[config.mk]
export PLATFORM = sky130hd
export DESIGN_NAME = block_stream_loader
export DESIGN_NICKNAME = d
export VERILOG_FILES = /design/src/rtl/block_stream_loader.sv
export SDC_FILE = /design/constraint.sdc
export NUM_CORES = 1
export LEC_CHECK = 0
export CAP_MARGIN = 20
export CORE_ASPECT_RATIO = 0.5
export CORE_MARGIN = 2
export CORE_UTILIZATION = 44
export CTS_BUF_LIST = sky130_fd_sc_hd__clkbuf_4 sky130_fd_sc_hd__clkbuf_8 sky130_fd_sc_hd__clkbuf_16
export CTS_CLUSTER_SIZE = 12
export DETAILED_ROUTE_END_ITERATION = 8
export PLACE_DENSITY = 0.76
export REMOVE_ABC_BUFFERS = 1
export SLEW_MARGIN = 20
export SYNTH_ARGS = -nofsm -noshare
export SYNTH_HDL_FRONTEND = slang
export SYNTH_SLANG_ARGS = --single-unit
[constraint.sdc]
create_clock -name clk -period 14.6 [get_ports clk]
set_input_delay 2.19 -clock clk [delete_from_list [all_inputs] [get_ports clk]]
set_output_delay 2.19 -clock clk [all_outputs]
set_load 0.1 [all_outputs]
[src/rtl/block_stream_loader.sv]
// Block stream loader: gathers eight operand words for a 2x2 multiplier,
// launches it, then streams the four result words back out.
module block_stream_loader #(
    parameter int WAIT_LIMIT = 1024
) (
    input  logic         clk,
    input  logic         rst,
    input  logic [31:0]  in_data,
    input  logic         in_valid,
    output logic         in_ready,
    output logic [127:0] mm_a,
    output logic [127:0] mm_b,
    output logic         mm_start,
    input  logic         mm_done,
    input  logic [127:0] mm_c,
    output logic [31:0]  out_data,
    output logic         out_valid,
    input  logic         out_ready,
    output logic         busy,
    output logic         err_timeout
);

    typedef enum logic [1:0] {
        S_LOAD,
        S_START,
        S_WAIT,
        S_DRAIN
    } state_t;

    localparam logic [31:0] QNAN     = 32'h7FC00000;
    localparam logic [15:0] LIM_LAST = 16'(WAIT_LIMIT - 1);

    state_t      state;
    logic [2:0]  wcnt;
    logic [1:0]  ocnt;
    logic [15:0] wait_cnt;
    logic [31:0] opw [8];
    logic [31:0] res [4];

    assign mm_a = {opw[0], opw[1], opw[2], opw[3]};
    assign mm_b = {opw[4], opw[5], opw[6], opw[7]};

    always_ff @(posedge clk or posedge rst) begin
        if (rst) begin
            state       <= S_LOAD;
            wcnt        <= '0;
            ocnt        <= '0;
            wait_cnt    <= '0;
            for (int i = 0; i < 8; i++) opw[i] <= '0;
            for (int i = 0; i < 4; i++) res[i] <= '0;
            in_ready    <= 1'b0;
            mm_start    <= 1'b0;
            out_data    <= '0;
            out_valid   <= 1'b0;
            busy        <= 1'b0;
            err_timeout <= 1'b0;
        end else begin
            mm_start <= 1'b0;
            unique case (state)
                S_LOAD: begin
                    in_ready <= 1'b1;
                    if (in_valid && in_ready) begin
                        opw[wcnt] <= in_data;
                        wcnt      <= wcnt + 3'd1;
                        if (wcnt == 3'd7) begin
                            state    <= S_START;
                            mm_start <= 1'b1;
                            in_ready <= 1'b0;
                            busy     <= 1'b1;
                        end
                    end
                end
                S_START: begin
                    state    <= S_WAIT;
                    wait_cnt <= '0;
                end
                S_WAIT: begin
                    // A completion arriving on the last allowed cycle still wins
                    if (mm_done) begin
                        res[0]    <= mm_c[127:96];
                        res[1]    <= mm_c[95:64];
                        res[2]    <= mm_c[63:32];
                        res[3]    <= mm_c[31:0];
                        out_data  <= mm_c[127:96];
                        out_valid <= 1'b1;
                        ocnt      <= '0;
                        state     <= S_DRAIN;
                    end else if (wait_cnt == LIM_LAST) begin
                        for (int i = 0; i < 4; i++) res[i] <= QNAN;
                        out_data    <= QNAN;
                        out_valid   <= 1'b1;
                        ocnt        <= '0;
                        err_timeout <= 1'b1;
                        state       <= S_DRAIN;
                    end else begin
                        wait_cnt <= wait_cnt + 16'd1;
                    end
                end
                S_DRAIN: begin
                    if (out_ready) begin
                        if (ocnt == 2'd3) begin
                            out_valid <= 1'b0;
                            in_ready  <= 1'b1;
                            busy      <= 1'b0;
                            ocnt      <= '0;
                            state     <= S_LOAD;
                        end else begin
                            ocnt     <= ocnt + 2'd1;
                            out_data <= res[ocnt + 2'd1];
                        end
                    end
                end
                default: state <= S_LOAD;
            endcase
        end
    end

endmodule

# Word level (Yosys, flattened, before mapping)
# Index checks and enable logic that the tools add are counted.
dict set report word_totals {
  reg_bits 444
  inputBits 165
  out_inout_bits 293
  wordCells 106
}
dict set report op_classes {
  add_sub_neg 3
  order_cmp 3
  n_eq_ne 14
  muxes 44
  bitwise_logic 3
  reduce_logical 17
}
# operator n
set op_table {}
lappend op_table {{256-bit bitwise mux} 1}
lappend op_table {{128-bit 2-to-1 mux} 2}
lappend op_table {{32-bit 2-to-1 mux} 7}
lappend op_table {{32-bit demux with 3-bit select} 1}
lappend op_table {{32-bit binary-select mux with 2-bit select} 1}
lappend op_table {{32-bit case mux with 2 select lines} 1}
lappend op_table {{16-bit 2-to-1 mux} 2}
lappend op_table {{16-bit case mux with 2 select lines} 1}
lappend op_table {{2-bit 2-to-1 mux} 10}
lappend op_table {{16-bit by 1-bit adder with 16-bit output, second input constant} 1}
lappend op_table {{16-bit by 10-bit == test with 1-bit output, second input constant} 1}
lappend op_table {{2-bit != test, second input constant} 7}
lappend op_table {{1-bit 2-to-1 mux} 13}
lappend op_table {{3-bit AND reduction} 4}
lappend op_table {{5-bit AND reduction} 2}
lappend op_table {{2-bit case mux with 4 select lines} 1}
lappend op_table {{4-bit AND reduction} 2}
lappend op_table {{2-bit nonzero test} 4}
lappend op_table {{2-bit == test, second input constant} 3}
lappend op_table {{1-bit case mux with 2 select lines} 3}
lappend op_table {{4-bit greater-or-equal comparator, second input constant} 1}
lappend op_table {{4-bit by 1-bit < comparator with 1-bit output, second input constant} 1}
lappend op_table {{3-bit NOT with 4-bit output} 1}
lappend op_table {{2-bit case mux with 2 select lines} 1}
lappend op_table {{other kinds (11)} 13}

# Longest topological paths before layout
dict set report logic_depth {
  ltp_word 8
  depth_mapped 8
  depth_no_buf 6
}

# Worst setup path before layout
# Ideal clock, no wire load.
dict set report synth_path {
  path_kind {input to register}
  startpoint {input port in_valid}
  endpoint {register opw (netlist bit mm_a[32])}
  setup_time_ps 125
  arrival_time_ps 3568
  required_time_ps 14475
  setup_slack_ps 10907
  cell_stages 4
  n_path_buf 1
  path_cell_list {nand3_1 nor3_1 clkbuf_1 mux2_2}
}
dict set report synth_via {
  elab_chain_len 2
}
# item line_no
set synth_lines {}
lappend synth_lines {{start, declared} 9} ;# input logic in_valid,
lappend synth_lines {{1-bit logical AND} 62} ;# if (in_valid && in_ready) begin
lappend synth_lines {{2-bit AND reduction (no source line)} --}
lappend synth_lines {{end signal, assigned by index} 63} ;# opw[wcnt] <= in_data;
lappend synth_lines {{end, declared} 37} ;# logic [31:0] opw [8];
# No other way between the ends.
# A chain may end at the register's enable or synchronous reset.

==> flow_summary.ini <==
[run_status]
run_status = finished, final reports clean

[drt]
route.detailed.vias_per_inst = 5.45
drt_pass_1_iters = 4
ant_nets = 0
route.vias.total = 12256
detailedRoute.firstIterationViolations = 766
wl_per_cell_um = 21.2
finalWirelength_mm = 47.7
drc = 0

[grt]
globalRouteOverflowTotal = 0
first_pass_grt_wire_length_mm = 75.3
grt_usage_pct = 22.9
grt_max_degree = 187
antenna_found_initial = 1
first_global_vias = 12730

[clocking]
cts_inserted_buffers = 44
tritoncts = built
clock_tree.root_cell = clkbuf_16
hold_bufs_at_cts = 0
clock-sinks = 444
postCtsSetupRepairBufs = 0
cts-htree-levels = 2
clk_transition_reported_paths_ps = 60
post_cts_resize_count = 0
clk-insertion-delay-late_ps = 540
cts-root-to-sink-buffers = 3

[sta]
final.setup.tns_ps = 0
final.period_utilization_pct = 31.0
fin_crit_ps = 4530
finalHoldViolations = 0
fmax_ghz = 0.221
fin_skew_ps = 13.9
tightest_slew_ps = 1090
final_max_slew_viol_count = 0
rsz0062_at_grt = false
timing.final.setup_violations = 0
slew_headroom_pct = 27.3

[final_layout]
design_area_um2 = 24400
fill_cells = 3143
layout.area.seq_um2 = 11100
final_util_pct = 60.6
layout-drive-gt1-share_pct = 22.6
numnets_final = 1868
growth_of_design_area_from_synthesis_to_finish_pct = 36.5
multi_input_comb_area_um2 = 6420

[worst_setup_path]
critical_path.max_fanout = 186
critPathArrivalTime_ps = 5060
regToRegStartpoint = state[0]$_DFFE_PP0P_
worst_path_dominant_cell_family = buffers and inverters
worst_ep_required_time_ps = 15130
timing.critical_path.buf_inv = 4
worst_setup_path_startpoint = rst
critical-path-max-stage-delay_ps = 860
timing.critical_path.to_type = asynchronous set/reset pin
cp-start-kind = input pin
crit_path_top_delay_cell = buf_4
timing.setup.critical_path_class = input pin to asynchronous set/reset pin
crit_chain = clkdlybuf4s50_1 -> inv_8 -> buf_12 -> buf_4

[synthesis]
post-synth-top-count-cell = dfrtp_1
synth_edf_count = 0
post_synthesis_area_per_instance_um2 = 14.2
library_cell_occupying_the_most_area_in_the_post_synthesis_netlist = dfrtp_1
synth.ff_latch_count = 444
synth_async_sr_flop_share_pct = 100
synth_top_flop_cell = dfrtp_1
syn_inst = 1259
synth_sequential_area_ratio_pct = 62.2
synth_top_cells_by_area = dfrtp_1 62%, mux2_2 16%, mux4_2 4.0%
synth.lib_cells_used.distinct = 46
top_cells_by_count_synth = 444 x dfrtp_1, 255 x mux2_2, 96 x a21oi_1
synth-warning-count = 0
netlist_area_um2 = 17900
synth.top_cell.area_share_pct = 62.2

[place]
postPlaceCellArea_um2 = 23100
globalplace.congestion = 0.773
dpl.hpwl_mm = 31.7
port_buffers = 457

[floorplanning]
start_util_pct = 44.4
chipWidth_um = 289
floorplan.die_area_um2 = 42300
design.core.area_um2 = 40200
i_o_pin_total = 458
die_h_um = 146
core.rowCount = 52

[worst_hold_path]
hp-class = flop to flop
timing.hold.worst.start = err_timeout$_DFFE_PP0P_

[flow_run]
maxCapViolCount = 0
==> per-stage QoR <==
step	hold slack (ps)	setup slack, ps	cells
final	464	10070	2250
after floorplan	455	38.1	1171
after global routing	475	9610	2250
after global placement	446	9360	2185
after CTS	466	9940	2248
after detailed placement	453	9360	2188
==> final cells by class <==
| type | instances | share of cell area [%] |
|---|---|---|
| Antenna cell | 1 | 0.0103 |
| Clock buffer | 57 | 5.04 |
| Clock inverter | 3 | 0.164 |
| Inverter | 22 | 0.369 |
| Multi-Input combinational cell | 705 | 26.3 |
| Sequential cell | 444 | 45.6 |
| Tap cell | 540 | 2.77 |
| Timing Repair Buffer | 478 | 19.8 |
==> cells in the final DEF (no fill, tap or decap), types with 23 or more instances in the layout <==
| master | n |
|---|---|
| a21oi_1 | 96 |
| a22o_1 | 69 |
| a32o_1 | 23 |
| clkbuf_16 | 45 |
| clkdlybuf4s50_1 | 456 |
| dfrtp_1 | 443 |
| mux2_2 | 255 |
| mux4_2 | 32 |
| nand2_1 | 53 |
| nor2_1 | 27 |
| o21ai_0 | 25 |
| o22a_1 | 27 |
==> flip-flops by register name (all words and copies together), names as in the netlist <==
| register | count |
|---|---|
| state | 2 |
| out_data | 32 |
| busy | 1 |
| out_valid | 1 |
| err_timeout | 1 |
| in_ready | 1 |
| wcnt | 3 |
| mm_a | 128 |
| mm_start | 1 |
| res | 128 |
| wait_cnt | 16 |
| ocnt | 2 |
| mm_b | 128 |
==> worst register-to-register path, cell delays in order (launching register included) <==
cell and delay, ps:
dfrtp_1 400, inv_1 110, ha_2 170, buf_4 460
nor2b_1 400, o41a_1 830, or3b_1 260, mux2_1 330
==> worst paths after layout <==
check,slack (ps),depth (start not counted),endpoint
hold / removal,460,1,err_timeout$_DFFE_PP0P_
min in group asynchronous,2230,2,mm_a[112]$_DFFE_PP0P_
setup reg to reg,11520,7,state[1]$_DFFE_PP0P_
hold reg to reg,460,1,err_timeout$_DFFE_PP0P_
max in group clk,10220,1,in_ready
setup / recovery,10070,4,mm_a[36]$_DFFE_PP0P_
==> cells by family after synthesis <==
kind of cell	synth area share [%]
DFF	62.2
muxes	20.6
AOI/OAI and AO/OA	10.6
and+or+nand+nor	3.59
buffers and inverters	2.37
adders and majority gates	0.560
xor gates and xnor gates	0.0981
==> per-layer routing <==
metal | vias up | GRT usage, % | share of wire, %
li1 | 5502 | - | -
met1 | 6358 | 29.8 | 41
met2 | 293 | 39.0 | 52
met3 | 103 | 3.64 | 3.7
met4 | 0 | 7.86 | 3.5
met5 | - | 0 | 0
Power is not shown: default switching activity piles up to over one toggle a cycle in this logic, so the estimate is an artifact.
